--- config.mk ---
export PLATFORM = sky130hd
export DESIGN_NAME = serial_adder_sched_flat
export DESIGN_NICKNAME = d
export VERILOG_FILES = /design/src/rtl/serial_adder_sched_if.sv /design/src/rtl/serial_adder_sched.sv /design/src/flat_wrapper.sv
export SDC_FILE = /design/constraint.sdc
export NUM_CORES = 1
export LEC_CHECK = 0
export CORE_MARGIN = 2
export CORE_UTILIZATION = 50
export CTS_CLUSTER_SIZE = 24
export DETAILED_ROUTE_END_ITERATION = 7
export GPL_TIMING_DRIVEN = 0
export MAX_ROUTING_LAYER = met4
export PLACE_DENSITY = 0.84
export SYNTH_ARGS = -nofsm -noshare
export SYNTH_HDL_FRONTEND = slang
export SYNTH_SLANG_ARGS = --single-unit
export TNS_END_PERCENT = 10
--- constraint.sdc ---
create_clock -name clk -period 2.7 [get_ports clk]
set_input_delay 0.54 -clock clk [delete_from_list [all_inputs] [get_ports clk]]
set_output_delay 0.54 -clock clk [all_outputs]
set_load 0.01 [all_outputs]
--- src/rtl/serial_adder_sched_if.sv ---
// Request/result bundle for serial_adder_sched: two requester ports and one result port.
// The master modport is the client/bench side; the slave modport is the adder side.
interface serial_adder_sched_if #(
    parameter int unsigned WIDTH = 32
);
    logic             req0_valid;
    logic             req0_ready;
    logic [WIDTH-1:0] req0_in1;
    logic [WIDTH-1:0] req0_in2;
    logic             req0_cin;

    logic             req1_valid;
    logic             req1_ready;
    logic [WIDTH-1:0] req1_in1;
    logic [WIDTH-1:0] req1_in2;
    logic             req1_cin;

    logic             res_valid;
    logic             res_ready;
    logic [WIDTH-1:0] res_sum;
    logic             res_cout;
    logic             res_id;

    modport master (
        output req0_valid, req0_in1, req0_in2, req0_cin,
        output req1_valid, req1_in1, req1_in2, req1_cin,
        output res_ready,
        input  req0_ready, req1_ready,
        input  res_valid, res_sum, res_cout, res_id
    );

    modport slave (
        input  req0_valid, req0_in1, req0_in2, req0_cin,
        input  req1_valid, req1_in1, req1_in2, req1_cin,
        input  res_ready,
        output req0_ready, req1_ready,
        output res_valid, res_sum, res_cout, res_id
    );
endinterface

--- src/rtl/serial_adder_sched.sv ---
// Bit-serial WIDTH-bit adder shared by two requesters through a round-robin arbiter.
// One full-add cell plus a carry flop; operands shift LSB-first over WIDTH cycles.
module serial_adder_sched #(
    parameter int unsigned WIDTH = 32
) (
    input  logic                 clk,
    input  logic                 rst_n,
    serial_adder_sched_if.slave  bus
);
    localparam int unsigned CNT_W = $clog2(WIDTH + 1);

    typedef enum logic [1:0] {
        IDLE = 2'd0,
        RUN  = 2'd1,
        DONE = 2'd2
    } state_t;

    state_t           state_q;
    state_t           state_d;
    logic [WIDTH-1:0] a_sr;
    logic [WIDTH-1:0] b_sr;
    logic [WIDTH-1:0] s_sr;
    logic [CNT_W-1:0] cnt_q;
    logic             carry_q;
    logic             id_q;
    logic             last_grant_q;
    logic             en_q;
    logic             res_valid_q;

    logic             grant_c;
    logic             ready0_c;
    logic             ready1_c;
    logic             accept_c;
    logic             sum_bit_c;
    logic             cout_c;
    logic             last_bit_c;

    // Round-robin: a lone requester wins; on a tie the one not served last wins.
    always_comb begin
        grant_c = bus.req1_valid;
        if (bus.req0_valid && bus.req1_valid) begin
            grant_c = ~last_grant_q;
        end
    end

    // en_q keeps both readys low until the first edge after reset release.
    assign ready0_c   = en_q && (state_q == IDLE) && !grant_c && bus.req0_valid;
    assign ready1_c   = en_q && (state_q == IDLE) &&  grant_c && bus.req1_valid;
    assign accept_c   = ready0_c | ready1_c;

    assign sum_bit_c  = a_sr[0] ^ b_sr[0] ^ carry_q;
    assign cout_c     = (a_sr[0] & b_sr[0]) | (a_sr[0] & carry_q) | (b_sr[0] & carry_q);
    assign last_bit_c = (cnt_q == CNT_W'(WIDTH - 1));

    always_ff @(posedge clk or negedge rst_n) begin
        if (!rst_n) begin
            state_q     <= IDLE;
            res_valid_q <= 1'b0;
            en_q        <= 1'b0;
        end else begin
            state_q     <= state_d;
            res_valid_q <= (state_d == DONE);
            en_q        <= 1'b1;
        end
    end

    always_comb begin
        state_d = state_q;
        case (state_q)
            IDLE:    if (accept_c)      state_d = RUN;
            RUN:     if (last_bit_c)    state_d = DONE;
            DONE:    if (bus.res_ready) state_d = IDLE;
            default:                    state_d = IDLE;
        endcase
    end

    // Operand/sum shift registers, carry, bit counter and arbitration history.
    always_ff @(posedge clk or negedge rst_n) begin
        if (!rst_n) begin
            a_sr         <= '0;
            b_sr         <= '0;
            s_sr         <= '0;
            cnt_q        <= '0;
            carry_q      <= 1'b0;
            id_q         <= 1'b0;
            last_grant_q <= 1'b1;
        end else begin
            case (state_q)
                IDLE: begin
                    if (accept_c) begin
                        a_sr    <= grant_c ? bus.req1_in1 : bus.req0_in1;
                        b_sr    <= grant_c ? bus.req1_in2 : bus.req0_in2;
                        carry_q <= grant_c ? bus.req1_cin : bus.req0_cin;
                        s_sr    <= '0;
                        id_q    <= grant_c;
                        cnt_q   <= '0;
                    end
                end
                RUN: begin
                    carry_q <= cout_c;
                    a_sr    <= a_sr >> 1;
                    b_sr    <= b_sr >> 1;
                    s_sr    <= {sum_bit_c, s_sr[WIDTH-1:1]};
                    cnt_q   <= cnt_q + CNT_W'(1);
                end
                DONE: begin
                    if (bus.res_ready) begin
                        last_grant_q <= id_q;
                    end
                end
                default: begin
                end
            endcase
        end
    end

    assign bus.req0_ready = ready0_c;
    assign bus.req1_ready = ready1_c;
    assign bus.res_valid  = res_valid_q;
    assign bus.res_sum    = s_sr;
    assign bus.res_cout   = carry_q;
    assign bus.res_id     = id_q;
endmodule
--- src/flat_wrapper.sv ---
// flat-port wrapper written by rule: the top's interface ports become plain ports
module serial_adder_sched_flat 
#(
    parameter int unsigned WIDTH = 32
)
  (clk, rst_n, bus_req0_valid, bus_req0_in1, bus_req0_in2, bus_req0_cin, bus_req1_valid, bus_req1_in1, bus_req1_in2, bus_req1_cin, bus_res_ready, bus_req0_ready, bus_req1_ready, bus_res_valid, bus_res_sum, bus_res_cout, bus_res_id);
  serial_adder_sched_if #(.WIDTH(WIDTH)) bus_i ();
  input  logic clk;
  input  logic rst_n;
  input wire logic [$bits(bus_i.req0_valid)-1:0] bus_req0_valid;
  input wire logic [$bits(bus_i.req0_in1)-1:0] bus_req0_in1;
  input wire logic [$bits(bus_i.req0_in2)-1:0] bus_req0_in2;
  input wire logic [$bits(bus_i.req0_cin)-1:0] bus_req0_cin;
  input wire logic [$bits(bus_i.req1_valid)-1:0] bus_req1_valid;
  input wire logic [$bits(bus_i.req1_in1)-1:0] bus_req1_in1;
  input wire logic [$bits(bus_i.req1_in2)-1:0] bus_req1_in2;
  input wire logic [$bits(bus_i.req1_cin)-1:0] bus_req1_cin;
  input wire logic [$bits(bus_i.res_ready)-1:0] bus_res_ready;
  output wire logic [$bits(bus_i.req0_ready)-1:0] bus_req0_ready;
  output wire logic [$bits(bus_i.req1_ready)-1:0] bus_req1_ready;
  output wire logic [$bits(bus_i.res_valid)-1:0] bus_res_valid;
  output wire logic [$bits(bus_i.res_sum)-1:0] bus_res_sum;
  output wire logic [$bits(bus_i.res_cout)-1:0] bus_res_cout;
  output wire logic [$bits(bus_i.res_id)-1:0] bus_res_id;
  assign bus_i.req0_valid = bus_req0_valid;
  assign bus_i.req0_in1 = bus_req0_in1;
  assign bus_i.req0_in2 = bus_req0_in2;
  assign bus_i.req0_cin = bus_req0_cin;
  assign bus_i.req1_valid = bus_req1_valid;
  assign bus_i.req1_in1 = bus_req1_in1;
  assign bus_i.req1_in2 = bus_req1_in2;
  assign bus_i.req1_cin = bus_req1_cin;
  assign bus_i.res_ready = bus_res_ready;
  assign bus_req0_ready = bus_i.req0_ready;
  assign bus_req1_ready = bus_i.req1_ready;
  assign bus_res_valid = bus_i.res_valid;
  assign bus_res_sum = bus_i.res_sum;
  assign bus_res_cout = bus_i.res_cout;
  assign bus_res_id = bus_i.res_id;
  serial_adder_sched #(.WIDTH(WIDTH)) u_core (.clk(clk), .rst_n(rst_n), .bus(bus_i));
endmodule
==> Word-level counts from Yosys, hierarchy flattened <==
Cells that the tools add are included.
{ "totals": {"wordCells": 55, "input_bits": 135, "out_inout_bits": 37, "reg_bits": 109} }
{ "op_classes": {"reduce_logical": 12, "eq_ne": 5, "add_sub_neg": 1, "mux": 18, "n_bitwise": 9} }
{ "ops": {"columns": ["operator", "count"], "rows": [
  ["32-bit case mux with 2 select lines", 3],
  ["32-bit two-way mux", 5],
  ["6-bit case mux with 2 select lines", 1],
  ["6-bit by 1-bit adder with 6-bit output (second input constant)", 1],
  ["6-bit by 5-bit equality test with 1-bit output (second input constant)", 1],
  ["1-bit logical AND", 6],
  ["2-bit two-way mux", 3],
  ["6-bit two-way mux", 1],
  ["2-bit case mux with 3 select lines", 1],
  ["2-bit AND reduction", 3],
  ["2-bit equality test (second input constant)", 2],
  ["1-bit bitwise AND", 3],
  ["1-bit two-way mux", 3],
  ["1-bit bitwise OR", 3],
  ["2-bit by 1-bit equality test with 1-bit output (second input constant)", 1],
  ["2-bit logical NOT", 1],
  ["2-bit by 1-bit inequality test with 1-bit output (second input constant)", 1],
  ["1-bit case mux with 2 select lines", 1],
  ["2-bit nonzero test", 1],
  ["1-bit bitwise XOR", 2],
  ["1-bit logical NOT", 1],
  ["1-bit NOT", 1]
]} }

==> Logic depth before layout (Yosys ltp) <==
Gate-level depths: netlist of run 1.
{ "logic_depth": {"depth_word": 9, "mapped_depth": 6, "depth_no_buf": 4} }

==> Worst setup path before layout of run 1 <==
OpenSTA, ideal clock, no wires.
{ "synth_timing": {"path_kind": "input to output", "start": "input bus_req1_valid", "end": "output bus_req0_ready", "required_ns": 2.160, "path_slack_ns": 0.877, "n_path_buf": 3, "t_arrival_ns": 1.283, "stages": 5, "cell_sequence": "a21bo_1 -> buf_2 -> buf_6 -> buf_6 -> and3_1"} }
{ "synth_via": {"elab_chain_len": 5} }
{ "synth_lines": {"columns": ["item", "line_no", "text"], "rows": [
  ["start, declared", "flat_wrapper.sv:14", "input wire logic [$bits(bus_i.req1_valid)-1:0] bus_req1_valid;"],
  ["1-bit logical AND", "serial_adder_sched.sv:41", "if (bus.req0_valid && bus.req1_valid) begin"],
  ["1-bit two-way mux (*)", "serial_adder_sched.sv:41", null],
  ["1-bit logical NOT (*)", "serial_adder_sched.sv:47", "assign ready0_c = en_q && (state_q == IDLE) && !grant_c && bus.req0_valid;"],
  ["1-bit logical AND (*) (2 in a row)", "serial_adder_sched.sv:47", null],
  ["end, declared", "flat_wrapper.sv:19", "output wire logic [$bits(bus_i.req0_ready)-1:0] bus_req0_ready;"]
]} }
Mark *: on every way between the ends. The rest lies on a longest branch, timed or not.

==> Worst setup path after layout of run 1 <==
{ "layout_timing": {"start": "input bus_req0_valid", "end": "output bus_req0_ready"} }
{ "layout_via": {"elab_chain_len": 5} }
{ "layout_lines": {"columns": ["item", "line_no", "text"], "rows": [
  ["start, declared", "flat_wrapper.sv:10", "input wire logic [$bits(bus_i.req0_valid)-1:0] bus_req0_valid;"],
  ["1-bit logical AND", "serial_adder_sched.sv:41", null],
  ["1-bit two-way mux", "serial_adder_sched.sv:41", null],
  ["1-bit logical NOT", "serial_adder_sched.sv:47", null],
  ["1-bit logical AND", "serial_adder_sched.sv:47", null],
  ["1-bit logical AND (*)", "serial_adder_sched.sv:47", null]
]} }
Marks and branches as above.

==> metrics.txt, run 1 <==
CP Cell Sequence dlygate4sd2_1 -> a21bo_1 -> buf_2 -> buf_6 -> buf_6 -> and3_1 -> dlygate4sd2_1; Worst-Skew Late Latency 0.39 ns; global-route wire length before repair 23,990 um; Comb pwr share 31.0%; Crit Path Class in2out; Top Family by Delay on Critical Path buffers and inverters; R2R depth 4; GRT overflow 0; critical path's largest stage delay 0.38 ns; Hold Violations, Final 0; Slew Limit Fails 0; syn_area_per_cell 10.59 um^2; setup repair bufs after CTS 0; max_slew headroom 49.90%; yosys warns 0; most common cell after layout, fill and taps aside clkdlybuf4s50_1; Critical Path End Type primary output; final WL 14,780 um; startpoint of the worst register-to-register path u_core.state_q[0]$_DFF_PN0_; Die Span Y 106.9 um; Post-DP HPWL 10,770 um; drc violations 0; Horiz. Die Dim 106.9 um; switching portion of total power 34.14%; Nets 820; Fin Clk Skew 0.008823 ns; placed insts 808; WP data arrival 2.06 ns; vias in the first global route 4,956; fmax 0.3845 GHz; Leak Pwr 2.922 nW; Longest Clk Path Bufs 2; io pins 172; Psw 0.001763 W; CTS H-Tree Depth 3; fin cells 824; ANT nets after route 0; Post-CTS Hold Buffers 0; Tcrit/Tclk final 96.31%; Setup-failing EPs final 0; flop2flop setup slack 0.99 ns; largest net degree at the start of global routing 58; status complete, no violations; Critical Path Fanout Max 10; # diodes 0; Clock transition at path regs 0.12 ns; Max-cap violations 0; synthesized area 5296 um^2; flops & latches, synth 109; core area 10,320 um^2; maximum vdd ir drop 0.3901 mV; Sink Count 109; initial antenna violation count 0; CTS buffer count 9; minimum clock period 2.600 ns; Post-Synthesis Cells 500; vias 4,933; Via density 5.987; register area share after synthesis 51.52%; min-delay worst type in2async; Worst EP required 2.16 ns; Reg power frac 49.0%; drt wl/cell 17.93 um; Net Count, Synth 637; Critical path buffers and inverters 5; layout cells sized above 1 9.012%; Pint 0.003401 W; CP max-delay cell dlygate4sd2_1; CP startpoint kind primary input; Tot GR Track Use 27.10%; commonest non-fill, non-tap cells in the layout clkdlybuf4s50_1, dfrtp_1, a21oi_1; Syn-to-layout area delta 39.88%; Root Driver clkbuf_8; Worst-Margin Slew 0.7515 ns; initial DRC count 314; DP Worst Slack -0.3970 ns; clock power share 20.0%; Rows 37; CTS tree done; TritonRoute pass-1 iters 5; Initial Util 51.30%; RSZ-0062 raised after global routing no; placer congestion estimate 0.8364; Port Buf Inserts 171; Die ar. 11,430 um^2; synth unique cells 38; Pwr per Cell Area 697.1 nW/um^2; worst setup margin 0.09951 ns; r2r endpoint u_core.b_sr[2]$_DFFE_PN0P_
==> cells by family after synthesis <==
group | count (synthesis) | share of synthesized area, %
AND/OR/NAND/NOR | 82 | 9.402
other | 1 | 0.07080
buffers and inverters | 56 | 5.410
multiplexers | 4 | 0.8032
XOR/XNOR | 1 | 0.1654
flip-flops | 109 | 51.52
AO/OA/AOI/OAI | 245 | 32.01
adder cells (fa/ha/maj) | 2 | 0.6142
==> metal layers <==
metal	vias to the layer above	GRT usage, %	wire (um)
li1	2319	-	-
met5	-	-	0
met1	2427	34.93	6419
met2	161	44.13	7503
met4	0	7.885	270
met3	26	5.106	584
==> synthesized netlist by cell type, drive strengths merged <==
cell type | instances | area [um^2]
o22ai | 62 | 387.9
inv | 6 | 22.52
a21o | 4 | 30.03
nor3 | 1 | 5.000
mux2 | 2 | 22.52
mux2i | 2 | 20.02
ha | 1 | 12.51
and3 | 2 | 12.51
nor2b | 2 | 12.51
buf | 37 | 215.2
nand4 | 1 | 6.260
dfstp | 1 | 26.28
o21ai | 13 | 72.57
o21a | 1 | 7.510
dfrtp | 108 | 2703
o31ai | 2 | 20.02
clkbuf | 13 | 48.80
or2b | 8 | 60.06
fa | 1 | 20.02
o221ai | 62 | 543.0
conb | 1 | 3.750
nand3 | 1 | 5.000
nand2b | 53 | 331.6
a31oi | 1 | 6.260
a22o | 32 | 280.3
nand2 | 10 | 37.54
a21oi | 66 | 330.3
nor2 | 2 | 7.510
a21bo | 1 | 10.01
o211ai | 1 | 7.510
xor2 | 1 | 8.760
nor3b | 2 | 20.02
==> worst max-delay path by stage <==
stage,start,depth (start not counted),slack [ns],to
global placement,rst_n,1,-2.89,u_core.bus.res_sum[19]$_DFFE_PN0P_
detailed placement,bus_req0_valid,7,-0.40,bus_req0_ready
finish,bus_req0_valid,7,0.1,bus_req0_ready
CTS,u_core.last_grant_q$_DFFE_PN1P_,6,0.11,bus_req0_ready
global route,u_core.last_grant_q$_DFFE_PN1P_,6,0.03,bus_req0_ready
floorplan,bus_req1_valid,5,0.88,bus_req0_ready
==> cell type report <==
| class | count | area, um^2 |
|---|---|---|
| buffer | 50 | 264.0 |
| clock buffer | 9 | 123.9 |
| clock inverter | 7 | 86.33 |
| fill | 769 | 2915 |
| inverter | 6 | 22.52 |
| multi-input combinational | 335 | 2281 |
| sequential | 109 | 2729 |
| tap | 136 | 170.2 |
| timing repair buffer | 172 | 1732 |
==> through the flow <==
| step | hold WS (ns) | cell area [um^2] | power (W) | setup TNS [ns] | util [%] |
|---|---|---|---|---|---|
| global placement | 0.4756 | 7178 | 0.004033 | -313.46 | 69.53 |
| global route | 0.2441 | 7408 | 0.005492 | 0 | 71.76 |
| finish | 0.1941 | 7408 | 0.005165 | 0 | 71.76 |
| detailed placement | 0.4880 | 7203 | 0.004147 | -0.6672 | 69.77 |
| floorplan | 0.2444 | 5296 | 0.003478 | 0 | - |
| CTS | 0.2214 | 7408 | 0.005173 | 0 | 71.76 |
==> repair_timing <==
action / 4_1_cts / 5_1_grt
hold endpoints to repair: 0 / 0
gates resized for setup: 4 / 0
endpoints found under the setup margin: 2 / 0
==> power by group through the flow <==
stage / Combinational, W / Sequential (W) / Clock (W)
after global routing: 0.00178 / 0.00259 / 0.00112
after detailed placement: 0.00161 / 0.00254 / 0
after global placement: 0.00153 / 0.00250 / 0
final: 0.00160 / 0.00253 / 0.00103
after CTS: 0.00161 / 0.00251 / 0.00105
after floorplan: 0.00103 / 0.00245 / 0
==> sequential cells by signal, indices dropped and copies added, names as in the netlist <==
register              flops
u_core.a_sr              32
u_core.b_sr              32
u_core.bus.res_cout       1
u_core.bus.res_id         1
u_core.bus.res_sum       32
u_core.bus.res_valid      1
u_core.cnt_q              6
u_core.en_q               1
u_core.last_grant_q       1
u_core.state_q            2
(Power assumes the default switching activity.)
==> run 2, diff against run 1 <==
- CORE_MARGIN: 2 -> 5
==> run 2 against run 1 <==
  * Utilization down 0.13 points
  * Critical path depth unchanged
  * Worst hold slack better by 0.0052 ns
  * Wire length up 1.6%
  * Non-clock buffer count unchanged
==> metrics.txt, run 2 (synthesis gave the netlist of run 1 again) <==
status complete, no violations; TritonRoute pass-1 iters 5; Tot GR Track Use 24.31%; CTS H-Tree Depth 3; maximum vdd ir drop 0.3839 mV; Worst-Skew Late Latency 0.37 ns; Pwr per Cell Area 690.1 nW/um^2; initial DRC count 243; placed insts 808; minimum clock period 2.569 ns; vias 4,875; # diodes 0; GRT met3 Usage 3.316%; most common cell after layout, fill and taps aside clkdlybuf4s50_1; met2 global-route usage 41.11%; placer congestion estimate 0.8232; CTS resizes 4; Die Span Y 112.9 um; CTS tree done; Critical Path End Type primary output; fillers 776; DP Worst Slack -0.4165 ns; RSZ-0062 raised after global routing no; Leak Pwr 2.913 nW; ANT nets after route 0; Clock transition at path regs 0.11 ns; Worst EP required 2.16 ns; fin cells 824; Sum Neg Setup Slack 0 ns; Setup-failing EPs final 0; Slew Limit Fails 0; CP max-delay cell dlygate4sd2_1; fmax 0.3892 GHz; Nets 820; Horiz. Die Dim 112.9 um; io pins 172; drc violations 0; total power 0.005103 W; gr busiest metal met2; clock power share 18.9%; Root Driver clkbuf_8; Rows 37; Comb pwr share 31.6%; Via density 5.916; Pint 0.003391 W; Psw 0.001712 W; Reg power frac 49.5%; largest net degree at the start of global routing 58; CTS buffer count 9; Worst-Margin Slew 0.6850 ns; vias in the first global route 5,111; commonest non-fill, non-tap cells in the layout clkdlybuf4s50_1, dfrtp_1, a21oi_1; Sink Count 109; switching portion of total power 33.55%; Fin Clk Skew 0.01272 ns; drt wl/cell 18.22 um; final WL 15,010 um; CP Cell Sequence dlygate4sd2_1 -> a21bo_1 -> buf_2 -> buf_6 -> buf_6 -> and3_1 -> dlygate4sd2_1; Longest Clk Path Bufs 2; Post-CTS Hold Buffers 0; initial antenna violation count 0; CP startpoint kind primary input; Top Family by Delay on Critical Path buffers and inverters; Critical Path Fanout Max 10; Tcrit/Tclk final 95.15%; Die ar. 12,750 um^2; Critical path buffers and inverters 5; min-delay worst type in2async; global-route wire length before repair 24,870 um; critical path's largest stage delay 0.35 ns; GRT overflow 0; Layout Utilization 71.63%; WP data arrival 2.03 ns; layout cells sized above 1 9.012%; Syn-to-layout area delta 39.62%; Max-cap violations 0; max_slew headroom 54.34%; Initial Util 51.30%; Port Buf Inserts 171; Post-DP HPWL 11,300 um; Crit Path Class in2out; GR Layer Usage met1 30.53%; Hold Violations, Final 0; setup repair bufs after CTS 0; core area 10,320 um^2; worst setup margin 0.1309 ns
## run 2: cell types whose count changed in the layout (fill, tap and decap cells not counted), sizes merged
cell      before  now
clkinvlp       0    1
inv           11   10
## run 2: area by class of cell
| type | count | area [um^2] | share of cell area (%) |
|---|---|---|---|
| clock inverters | 7 | 72.57 | 0.9814 |
| well taps | 136 | 170.2 | 2.301 |
| clock buffers | 9 | 123.9 | 1.675 |
| flip-flops and latches | 109 | 2729 | 36.90 |
| repair buffers | 172 | 1732 | 23.42 |
| plain buffers | 50 | 264.0 | 3.570 |
| multi-input cells | 335 | 2281 | 30.85 |
| inverters | 6 | 22.52 | 0.3046 |
## run 2: metrics by stage
stage,area (um^2),hold slack (ns)
floorplan,5296,0.2444
CTS,7395,0.2123
detailed placement,7203,0.4842
global placement,7178,0.4757
finish,7395,0.1993
global route,7395,0.2453
## run 2: worst paths after layout
path | end | start | slack, ns | cells past startpoint
max in group asynchronous | u_core.last_grant_q$_DFFE_PN1P_ | rst_n | 1.76 | 2
max reg2reg | u_core.b_sr[12]$_DFFE_PN0P_ | u_core.state_q[0]$_DFF_PN0_ | 0.98 | 4
max | bus_req0_ready | bus_req0_valid | 0.13 | 7
min | u_core.b_sr[10]$_DFFE_PN0P_ | rst_n | 0.20 | 1
min in group clk | u_core.cnt_q[5]$_DFFE_PN0P_ | u_core.cnt_q[5]$_DFFE_PN0P_ | 0.51 | 1
min reg2reg | u_core.cnt_q[5]$_DFFE_PN0P_ | u_core.cnt_q[5]$_DFFE_PN0P_ | 0.51 | 1
## run 2: metal layers
metal | up-vias | part of all wire [%]
met4 | 0 | 1.8
met1 | 2371 | 41
met3 | 23 | 4.6
met5 | - | 0
li1 | 2311 | -
met2 | 170 | 52
## run 2: power groups by stage
| stage | logic (W) | clock network (W) | registers (W) |
|---|---|---|---|
| after floorplan | 0.00103 | 0 | 0.00245 |
| after global placement | 0.00154 | 0 | 0.00250 |
| after detailed placement | 0.00162 | 0 | 0.00254 |
| after CTS | 0.00162 | 0.000991 | 0.00252 |
| after global routing | 0.00179 | 0.00105 | 0.00260 |
| final | 0.00161 | 0.000963 | 0.00253 |
